## config.mk

```make
export PLATFORM = sky130hd
export DESIGN_NAME = core_sequencer
export DESIGN_NICKNAME = d
export VERILOG_FILES = /design/src/rtl/core_sequencer.sv
export SDC_FILE = /design/constraint.sdc
export NUM_CORES = 1
export LEC_CHECK = 0
export CAP_MARGIN = 25
export CORE_ASPECT_RATIO = 0.75
export CORE_MARGIN = 5
export CORE_UTILIZATION = 30
export CTS_BUF_LIST = sky130_fd_sc_hd__clkbuf_2 sky130_fd_sc_hd__clkbuf_4 sky130_fd_sc_hd__clkbuf_8
export DETAILED_ROUTE_END_ITERATION = 10
export SLEW_MARGIN = 20
export SYNTH_ARGS = -nofsm -noshare
export SYNTH_HDL_FRONTEND = slang
export SYNTH_SLANG_ARGS = --single-unit
export TNS_END_PERCENT = 10
```

## constraint.sdc

```tcl
create_clock -name i_clk -period 10.7 [get_ports i_clk]
set_input_delay 1.07 -clock i_clk [delete_from_list [all_inputs] [get_ports i_clk]]
set_output_delay 1.07 -clock i_clk [all_outputs]
set_load 0.03 [all_outputs]
```

## src/rtl/core_sequencer.sv

```systemverilog
// Drives core.inst through the weight-stationary convolution schedule for one tile.
// Optional macro SEQ_PERF_CNT_EN builds the busy-cycle counter behind o_cycle_cnt.
module core_sequencer #(
  parameter int unsigned ROW    = 8,
  parameter int unsigned COL    = 8,
  parameter int unsigned KSIZE  = 3,
  parameter int unsigned IW     = 6,
  parameter int unsigned ADDR_W = 11,
  parameter int unsigned W_BASE = 1024,
  parameter int unsigned DRAIN  = 10,
  localparam int unsigned LEN_KIJ  = KSIZE * KSIZE,
  localparam int unsigned LEN_NIJ  = IW * IW,
  localparam int unsigned OW       = IW - KSIZE + 1,
  localparam int unsigned LEN_ONIJ = OW * OW,
  localparam int unsigned INST_W   = 12 + 2 * ADDR_W,
  localparam int unsigned IDX_W    = $clog2(LEN_ONIJ)
) (
  input  logic              i_clk,
  input  logic              i_reset,
  input  logic              i_start,
  input  logic              i_ofifo_valid,
  output logic [INST_W-1:0] o_inst,
  output logic              o_core_clr,
  output logic              o_out_valid,
  output logic [IDX_W-1:0]  o_out_idx,
  output logic              o_busy,
  output logic              o_done,
  output logic [31:0]       o_cycle_cnt
);

  localparam int unsigned T_W   = $clog2(LEN_NIJ + COL + DRAIN + LEN_KIJ + 2);
  localparam int unsigned KIJ_W = $clog2(LEN_KIJ + 1);

  localparam int unsigned B_LOAD = 0;
  localparam int unsigned B_EXEC = 1;
  localparam int unsigned B_L0WR = 2;
  localparam int unsigned B_L0RD = 3;
  localparam int unsigned B_OFRD = 6;
  localparam int unsigned B_AX   = 7;
  localparam int unsigned B_WENX = 7 + ADDR_W;
  localparam int unsigned B_CENX = 8 + ADDR_W;
  localparam int unsigned B_AP   = 9 + ADDR_W;
  localparam int unsigned B_WENP = 9 + 2 * ADDR_W;
  localparam int unsigned B_CENP = 10 + 2 * ADDR_W;
  localparam int unsigned B_ACC  = 11 + 2 * ADDR_W;

  localparam logic [INST_W-1:0] IDLE_INST = (INST_W'(1) << B_CENP) | (INST_W'(1) << B_WENP) |
                                            (INST_W'(1) << B_CENX) | (INST_W'(1) << B_WENX);

  localparam logic [3:0] S_IDLE    = 4'd0;
  localparam logic [3:0] S_CLR     = 4'd1;
  localparam logic [3:0] S_W_L0    = 4'd2;
  localparam logic [3:0] S_W_LOAD  = 4'd3;
  localparam logic [3:0] S_W_DRAIN = 4'd4;
  localparam logic [3:0] S_X_L0    = 4'd5;
  localparam logic [3:0] S_EXEC    = 4'd6;
  localparam logic [3:0] S_OFIFO   = 4'd7;
  localparam logic [3:0] S_ACC_CLR = 4'd8;
  localparam logic [3:0] S_ACC     = 4'd9;
  localparam logic [3:0] S_ACC_OUT = 4'd10;
  localparam logic [3:0] S_DONE    = 4'd11;

  // Psum region must sit below the weights, and the weights must fit the address space.
  if (ROW == 0 || COL == 0 || DRAIN == 0 || KSIZE == 0 || IW <= KSIZE) begin : g_bad_geom
    $error("core_sequencer: unsupported array or tile geometry");
  end
  if (LEN_KIJ * LEN_NIJ > W_BASE) begin : g_bad_psum
    $error("core_sequencer: psum region overlaps weight region");
  end
  if (64'(W_BASE) + 64'(LEN_KIJ * COL) > (64'd1 << ADDR_W)) begin : g_bad_wgt
    $error("core_sequencer: weight region exceeds address space");
  end

  logic [3:0]        r_state, w_nxt_state;
  logic [T_W-1:0]    r_t, w_nxt_t;
  logic [KIJ_W-1:0]  r_kij, w_nxt_kij;
  logic [IDX_W-1:0]  r_o, w_nxt_o;
  logic [INST_W-1:0] r_inst, w_inst;
  logic [IDX_W-1:0]  r_out_idx;
  logic              r_core_clr, w_core_clr;
  logic              r_out_valid, w_out_valid;
  logic              r_busy, w_busy;
  logic              r_done, w_done;
  logic [ADDR_W-1:0] w_x_addr, w_p_addr;

  // Memory addresses for the current state and step counter.
  always_comb begin
    w_x_addr = ADDR_W'(32'(r_t));
    if (r_state == S_W_L0) w_x_addr = ADDR_W'(W_BASE + 32'(r_kij) * COL + 32'(r_t));
    w_p_addr = ADDR_W'(32'(r_kij) * LEN_NIJ + 32'(r_t));
    if (r_state == S_ACC)
      w_p_addr = ADDR_W'(32'(r_t) * LEN_NIJ + (32'(r_o) / OW + 32'(r_t) / KSIZE) * IW +
                         32'(r_o) % OW + 32'(r_t) % KSIZE);
  end

  always_comb begin
    w_nxt_state = r_state;
    w_nxt_t     = r_t + T_W'(1);
    w_nxt_kij   = r_kij;
    w_nxt_o     = r_o;
    w_inst      = IDLE_INST;
    w_core_clr  = 1'b0;
    w_out_valid = 1'b0;
    w_done      = 1'b0;
    w_busy      = (r_state != S_IDLE) && (r_state != S_DONE);
    case (r_state)
      S_IDLE: begin
        w_nxt_t = '0;
        if (i_start) begin
          w_nxt_state = S_CLR;
          w_nxt_kij   = '0;
          w_nxt_o     = '0;
        end
      end
      S_CLR: begin
        w_core_clr  = 1'b1;
        w_nxt_state = S_W_L0;
        w_nxt_t     = '0;
      end
      S_W_L0: begin
        if (r_t < T_W'(COL)) begin
          w_inst[B_CENX]          = 1'b0;
          w_inst[B_AX +: ADDR_W]  = w_x_addr;
        end
        w_inst[B_L0WR] = (r_t != '0);
        if (r_t == T_W'(COL)) begin
          w_nxt_state = S_W_LOAD;
          w_nxt_t     = '0;
        end
      end
      S_W_LOAD: begin
        w_inst[B_LOAD] = 1'b1;
        w_inst[B_L0RD] = 1'b1;
        if (r_t == T_W'(COL - 1)) begin
          w_nxt_state = S_W_DRAIN;
          w_nxt_t     = '0;
        end
      end
      S_W_DRAIN: begin
        if (r_t == T_W'(DRAIN - 1)) begin
          w_nxt_state = S_X_L0;
          w_nxt_t     = '0;
        end
      end
      S_X_L0: begin
        if (r_t < T_W'(LEN_NIJ)) begin
          w_inst[B_CENX]         = 1'b0;
          w_inst[B_AX +: ADDR_W] = w_x_addr;
        end
        w_inst[B_L0WR] = (r_t != '0);
        if (r_t == T_W'(LEN_NIJ)) begin
          w_nxt_state = S_EXEC;
          w_nxt_t     = '0;
        end
      end
      S_EXEC: begin
        w_inst[B_EXEC] = 1'b1;
        w_inst[B_L0RD] = 1'b1;
        if (r_t == T_W'(LEN_NIJ - 1)) begin
          w_nxt_state = S_OFIFO;
          w_nxt_t     = '0;
        end
      end
      S_OFIFO: begin
        // r_t counts psum rows written; it only advances on a valid OFIFO head.
        w_nxt_t = r_t;
        if (i_ofifo_valid) begin
          w_inst[B_OFRD]         = 1'b1;
          w_inst[B_CENP]         = 1'b0;
          w_inst[B_WENP]         = 1'b0;
          w_inst[B_AP +: ADDR_W] = w_p_addr;
          w_nxt_t                = r_t + T_W'(1);
          if (r_t == T_W'(LEN_NIJ - 1)) begin
            w_nxt_t = '0;
            if (r_kij == KIJ_W'(LEN_KIJ - 1)) begin
              w_nxt_state = S_ACC_CLR;
            end else begin
              w_nxt_state = S_CLR;
              w_nxt_kij   = r_kij + KIJ_W'(1);
            end
          end
        end
      end
      S_ACC_CLR: begin
        w_core_clr  = 1'b1;
        w_nxt_state = S_ACC;
        w_nxt_t     = '0;
      end
      S_ACC: begin
        if (r_t < T_W'(LEN_KIJ)) begin
          w_inst[B_CENP]         = 1'b0;
          w_inst[B_AP +: ADDR_W] = w_p_addr;
        end
        w_inst[B_ACC] = (r_t != '0);
        if (r_t == T_W'(LEN_KIJ)) begin
          w_nxt_state = S_ACC_OUT;
          w_nxt_t     = '0;
        end
      end
      S_ACC_OUT: begin
        w_out_valid = 1'b1;
        w_nxt_t     = '0;
        if (r_o == IDX_W'(LEN_ONIJ - 1)) begin
          w_nxt_state = S_DONE;
        end else begin
          w_nxt_state = S_ACC_CLR;
          w_nxt_o     = r_o + IDX_W'(1);
        end
      end
      S_DONE: begin
        w_done      = 1'b1;
        w_nxt_state = S_IDLE;
        w_nxt_t     = '0;
      end
      default: begin
        w_nxt_state = S_IDLE;
        w_nxt_t     = '0;
      end
    endcase
  end

  always_ff @(posedge i_clk) begin
    if (i_reset) begin
      r_state     <= S_IDLE;
      r_t         <= '0;
      r_kij       <= '0;
      r_o         <= '0;
      r_inst      <= IDLE_INST;
      r_core_clr  <= 1'b0;
      r_out_valid <= 1'b0;
      r_out_idx   <= '0;
      r_busy      <= 1'b0;
      r_done      <= 1'b0;
    end else begin
      r_state     <= w_nxt_state;
      r_t         <= w_nxt_t;
      r_kij       <= w_nxt_kij;
      r_o         <= w_nxt_o;
      r_inst      <= w_inst;
      r_core_clr  <= w_core_clr;
      r_out_valid <= w_out_valid;
      r_out_idx   <= r_o;
      r_busy      <= w_busy;
      r_done      <= w_done;
    end
  end

`ifdef SEQ_PERF_CNT_EN
  logic [31:0] r_cycle_cnt;

  always_ff @(posedge i_clk) begin
    if (i_reset || (r_state == S_IDLE && i_start)) r_cycle_cnt <= '0;
    else if (r_busy)                              r_cycle_cnt <= r_cycle_cnt + 32'd1;
  end

  assign o_cycle_cnt = r_cycle_cnt;
`else
  assign o_cycle_cnt = 32'd0;
`endif

  assign o_inst      = r_inst;
  assign o_core_clr  = r_core_clr;
  assign o_out_valid = r_out_valid;
  assign o_out_idx   = r_out_idx;
  assign o_busy      = r_busy;
  assign o_done      = r_done;

endmodule

```

==> results.json, run 1 <==
{
  "rsz0062_at_grt": "no",
  "cts_buffer_depth": 2,
  "antenna_found_initial": 0,
  "synthCells": 640,
  "synth_cell_type_count": 68,
  "leakage_uw": 0.00241,
  "synth_compound_area_frac": 0.203,
  "area_growth_pct": 11.0,
  "setup-violations-final": 0,
  "clkTransAtPathRegs_ps": 110,
  "cts_resized": 0,
  "period_share": 0.768,
  "holdPathStages": 1,
  "dp_hpwl_um": 10300,
  "cp_common_cell": "ha_1",
  "portBuffers": 40,
  "ios": 78,
  "synth_edf_count": 0,
  "core_area_um2": 16800,
  "layout_commonest_cell": "nor2_1",
  "root_buffer": "clkbuf_8",
  "synth_top_area_cell": "dfxtp_1",
  "slowest_stage": "fa_1",
  "cts_tree": "yes",
  "synth_seq_cells": 56,
  "worstPathMaxFanout": 29,
  "postCtsSetupBuffers": 0,
  "start_util": 0.305,
  "via_per_inst": 4.99,
  "grt_pass1_vias": 3929,
  "grt_max_degree": 33,
  "hp-class": "register to register",
  "r2r_cells": 33,
  "critPathBufInv": 6,
  "min_period_ps": 8210,
  "hold_end": "o_out_idx[0]",
  "die_x_um": 161,
  "synth-simple-area-share": 0.185,
  "gp_congestion": 0.880,
  "finalNonFillerCells": 879,
  "dr.pass1.iters": 6,
  "drv_cap": 0,
  "drt_iter0_markers": 353,
  "fin_skew_ps": 9.61,
  "end_kind": "register",
  "worstPathRequired_ps": 10920,
  "num_vias": 4388,
  "clock_latency_ps": 320,
  "crit_path_max_incr_delay_ps": 510,
  "syn_avg_cell_area_um2": 8.00,
  "synth_warnings": 0,
  "yosys.area.top_type_share": 0.219,
  "core.rowCount": 41,
  "postCtsHoldBufs": 0,
  "vdd_ir_drop_max_uv": 68.4,
  "p_per_area_nw_per_um2": 95.5,
  "drive_gt1_frac": 0.0437,
  "grt_pass1_wl_um": 21000,
  "mappedNetlistArea_um2": 5120,
  "synth_xor_area_frac": 0.0848,
  "worst_pin_slew_ps": 998,
  "synth_area_leaders": "dfxtp_1 (22%), ha_1 (12%), fa_1 (5.9%)",
  "diodes": 0,
  "synthArstFlopShare": 0,
  "r2r_start": "r_t[6]",
  "nNetsFinal": 731,
  "timing.fmax_mhz": 122,
  "holdWs_ps": 545,
  "die-area_um2": 19800,
  "synthAdderAreaFrac": 0.180,
  "hold_viol": 0,
  "rr_endpoint": "o_inst[30]",
  "synth_top_family_by_area": "compound AO/OA/AOI/OAI gates",
  "crit_path_start_kind": "register",
  "die_h_um": 123,
  "arrival_ps": 8430,
  "avgRoutedWirePerCell_um": 14.9,
  "place_inst": 871,
  "clock-sinks": 56,
  "synth_mux_area_frac": 0.0161,
  "cp_top_family": "adder cells",
  "drtAntennaViolNets": 0,
  "worst-setup-path-type": "register to register",
  "fin_setup_tns_ps": 0,
  "htreeDepth": 2,
  "drcViolationCount": 0,
  "seq_area_frac_synth": 0.219,
  "grt_usage": 0.131,
  "synthFlopType": "dfxtp_1",
  "grt_overflow": 0,
  "numCtsBuffers": 5,
  "slew_violations": 0,
  "wirelength_um": 13100,
  "slew_headroom": 0.332,
  "status": "completed",
  "final_cell_mix": "nor2_1 (74), dfxtp_1 (56), a21oi_1 (52)",
  "r2r_slack_ps": 2490,
  "worstHoldStart": "r_o[0]"
}
[worst register-to-register path: cells and delay by family, from the launching register on]
| family | cells | cell delay (ps) |
|---|---|---|
| AO/OA/AOI/OAI | 8 | 1760 |
| adder cells (fa/ha/maj) | 8 | 2580 |
| XOR/XNOR | 4 | 960 |
| buffers and inverters | 6 | 730 |
| AND/OR/NAND/NOR | 7 | 1740 |
| flip-flops | 1 | 320 |
[sequential cells by signal (all words and copies together) (netlist names)]
name         flops
o_inst          29
r_t              7
o_out_idx        4
r_kij            4
r_o              4
r_state          4
o_busy           1
o_core_clr       1
o_done           1
o_out_valid      1
[metrics by stage]
stage | total power (uW) | cell area, um^2 | setup slack, ps | utilization
after floorplan | 372 | 5250 | 2880 | -
after global placement | 399 | 5560 | 2760 | 0.332
after detailed placement | 398 | 5560 | 2600 | 0.332
after CTS | 546 | 5680 | 2530 | 0.339
after global routing | 577 | 5680 | 1840 | 0.339
final | 543 | 5680 | 2490 | 0.339
[cells by family (layout without fill, tap and decap cells)]
group / count (synthesis) / count (layout)
xor+xnor: 48 / 48
simple gates: 197 / 197
mux: 8 / 8
fa+ha+maj: 65 / 65
flops: 56 / 56
other cells: 2 / 37
compound gates: 157 / 157
buf+inv: 107 / 96
[final cells by class]
cell class | instances | area (um^2)
clock buffer | 6 | 76.3
tap | 215 | 269
timing repair buffer | 46 | 445
clock inverter | 2 | 38.8
sequential | 56 | 1120
fill | 1773 | 11100
inverter | 42 | 160
multi-input combinational | 512 | 3570
[worst max-delay path by stage]
stage,slack [ps],start,depth (start not counted),end
6_report,2490,r_t[6],33,o_inst[30]
3_3_place_gp,2760,r_t[6],33,o_inst[30]
5_1_grt,1840,r_t[6],33,o_inst[30]
2_1_floorplan,2880,r_t[5],36,o_inst[30]
4_1_cts,2530,r_t[6],33,o_inst[30]
3_5_place_dp,2600,r_t[6],33,o_inst[30]
[cells in the mapped netlist (9+ instances only)]
| cell type | n |
|---|---|
| a211oi_1 | 9 |
| a21o_1 | 18 |
| a21oi_1 | 52 |
| a31oi_1 | 11 |
| buf_4 | 37 |
| clkbuf_1 | 19 |
| dfxtp_1 | 56 |
| fa_1 | 15 |
| ha_1 | 49 |
| inv_1 | 41 |
| nand2_1 | 38 |
| nand2b_1 | 9 |
| nand3_1 | 10 |
| nor2_1 | 74 |
| nor2b_1 | 9 |
| nor3_1 | 16 |
| o21ai_0 | 19 |
| xnor2_1 | 30 |
| xor2_1 | 17 |
[per-layer routing]
metal | global-route usage | wire [um]
met1 | 0.215 | 7090
met2 | 0.172 | 5000
met3 | 0.0290 | 920
met4 | 0.0176 | 75
met5 | 0 | 0
[power breakdown]
group          leakage, uW  internal, uW  switching (uW)
clock network    0.0000592          73.4            72.2
registers         0.000452           220            23.4
logic              0.00190          52.5             101
(Power assumes the default switching activity.)
==> run 2: changes to the inputs <==
==> constraint.sdc (replaced) <==
create_clock -name i_clk -period 8.46 [get_ports i_clk]
set_input_delay 0.846 -clock i_clk [delete_from_list [all_inputs] [get_ports i_clk]]
set_output_delay 0.846 -clock i_clk [all_outputs]
set_load 0.03 [all_outputs]
==> run 2 against run 1 <==
- first-iteration DRC count rose by 24%
- cell count rose by 0.46%
- cell area rose by 0.35%
- flip-flop and latch count did not move
- clock-buffer cell count did not move
- sequential share of layout area barely moved
- hold slack barely moved
- highest routed layer unchanged
==> results.json, run 2 (synthesis results as in run 1) <==
{
  "use_met3": 0.0313,
  "fin_setup_tns_ps": 0,
  "setup-violations-final": 0,
  "p_per_area_nw_per_um2": 116,
  "drive_gt1_frac": 0.0524,
  "slew_violations": 0,
  "ios": 78,
  "use_met1": 0.212,
  "avgRoutedWirePerCell_um": 14.7,
  "end_kind": "register",
  "dr.pass1.iters": 5,
  "grt_pass1_wl_um": 21000,
  "worst_pin_slew_ps": 1060,
  "crit_start": "r_t[6]",
  "grt_usage": 0.130,
  "holdWs_ps": 545,
  "cts_resized": 0,
  "worstHoldStart": "r_o[1]",
  "htreeDepth": 2,
  "via_per_inst": 4.97,
  "hold_viol": 0,
  "drv_cap": 0,
  "die_h_um": 123,
  "busiest_layer": "met1",
  "fin_area_um2": 5700,
  "worstPathRequired_ps": 8680,
  "cp_common_cell": "ha_1",
  "core_area_um2": 16800,
  "grt_overflow": 0,
  "start_util": 0.305,
  "fin_skew_ps": 13.4,
  "drcViolationCount": 0,
  "worst_slack_ps": 616,
  "wirelength_um": 13000,
  "cts_tree": "yes",
  "pre_cts_slack_ps": 576,
  "r2r_start": "r_t[6]",
  "slew_headroom": 0.291,
  "slowest_stage": "or3_1",
  "die_x_um": 161,
  "worstPathMaxFanout": 8,
  "area_growth_pct": 11.3,
  "drt_iter0_markers": 437,
  "num_vias": 4392,
  "leakage_uw": 0.00244,
  "hp-class": "register to register",
  "status": "completed",
  "antenna_found_initial": 0,
  "cts_buffer_depth": 2,
  "clock-sinks": 56,
  "met2_usage": 0.173,
  "clock_latency_ps": 320,
  "dp_hpwl_um": 10300,
  "root_buffer": "clkbuf_8",
  "gp_congestion": 0.902,
  "drtAntennaViolNets": 0,
  "min_period_ps": 7840,
  "postCtsSetupBuffers": 0,
  "die-area_um2": 19800,
  "period_share": 0.927,
  "portBuffers": 40,
  "crit_path_max_incr_delay_ps": 510,
  "diodes": 0,
  "p_total_uw": 663,
  "dpl-instance-area_um2": 5590,
  "vdd_ir_drop_max_uv": 70.9,
  "largest_register_ffs": 29,
  "postCtsHoldBufs": 0,
  "crit_path_start_kind": "register",
  "nNetsFinal": 735,
  "grt_max_degree": 29,
  "grt_pass1_vias": 3977,
  "worst-setup-path-type": "register to register",
  "numCtsBuffers": 5,
  "core.rowCount": 41,
  "layout_commonest_cell": "nor2_1",
  "arrival_ps": 8060,
  "clkTransAtPathRegs_ps": 110,
  "final_cell_mix": "nor2_1 (74), dfxtp_1 (55), a21oi_1 (52)",
  "timing.fmax_mhz": 127
}
## run 2: changes by cell type in the layout (fill, tap and decap cells not counted), sizes merged
cell    before  now
buf          6   10
bufinv       1    0
clkinv       0    1
## run 2: metal layers
| layer | part of all wire | routed length [um] | vias to the layer above |
|---|---|---|---|
| met5 | 0 | 0 | - |
| met1 | 0.54 | 7020 | 1994 |
| met4 | 0.0037 | 48 | 0 |
| met3 | 0.077 | 1010 | 9 |
| met2 | 0.38 | 4930 | 179 |
| li1 | - | - | 2210 |
## run 2: worst max-delay path: cells and delay by family, from the launching register on
kind | cells | cell delay, ps
AOI/OAI and AO/OA | 8 | 1660
xor gates and xnor gates | 4 | 960
adders and majority gates | 8 | 2530
buffers and inverters | 5 | 430
DFF | 1 | 370
and+or+nand+nor | 7 | 1770
## run 2: stage by stage
stage,std cells,utilization
after detailed placement,875,0.333
after floorplan,675,-
final,883,0.340
after global routing,883,0.340
after global placement,875,0.333
after CTS,883,0.339
## run 2: path summary, 6_finish.rpt
path / depth (start not counted) / slack, ps / endpoint
worst max register to register: 32 / 620 / o_inst[30]
worst max-delay path: 32 / 620 / o_inst[30]
worst min-delay path: 1 / 550 / o_out_idx[1]
worst min register to register: 1 / 550 / o_out_idx[1]
## run 2: report_power, final
part | leakage (uW) | switching [uW] | internal (uW)
logic | 0.00193 | 129 | 66.9
registers | 0.000453 | 27.3 | 278
clock network | 0.0000516 | 94.6 | 67.3
## run 2: cell type report
cell class | count | area (um^2)
Fill cell | 1740 | 11100
Multi-Input combinational cell | 512 | 3580
Sequential cell | 56 | 1120
Timing Repair Buffer | 50 | 475
Tap cell | 215 | 269
Inverter | 42 | 160
Clock buffer | 6 | 82.6
Clock inverter | 2 | 13.8
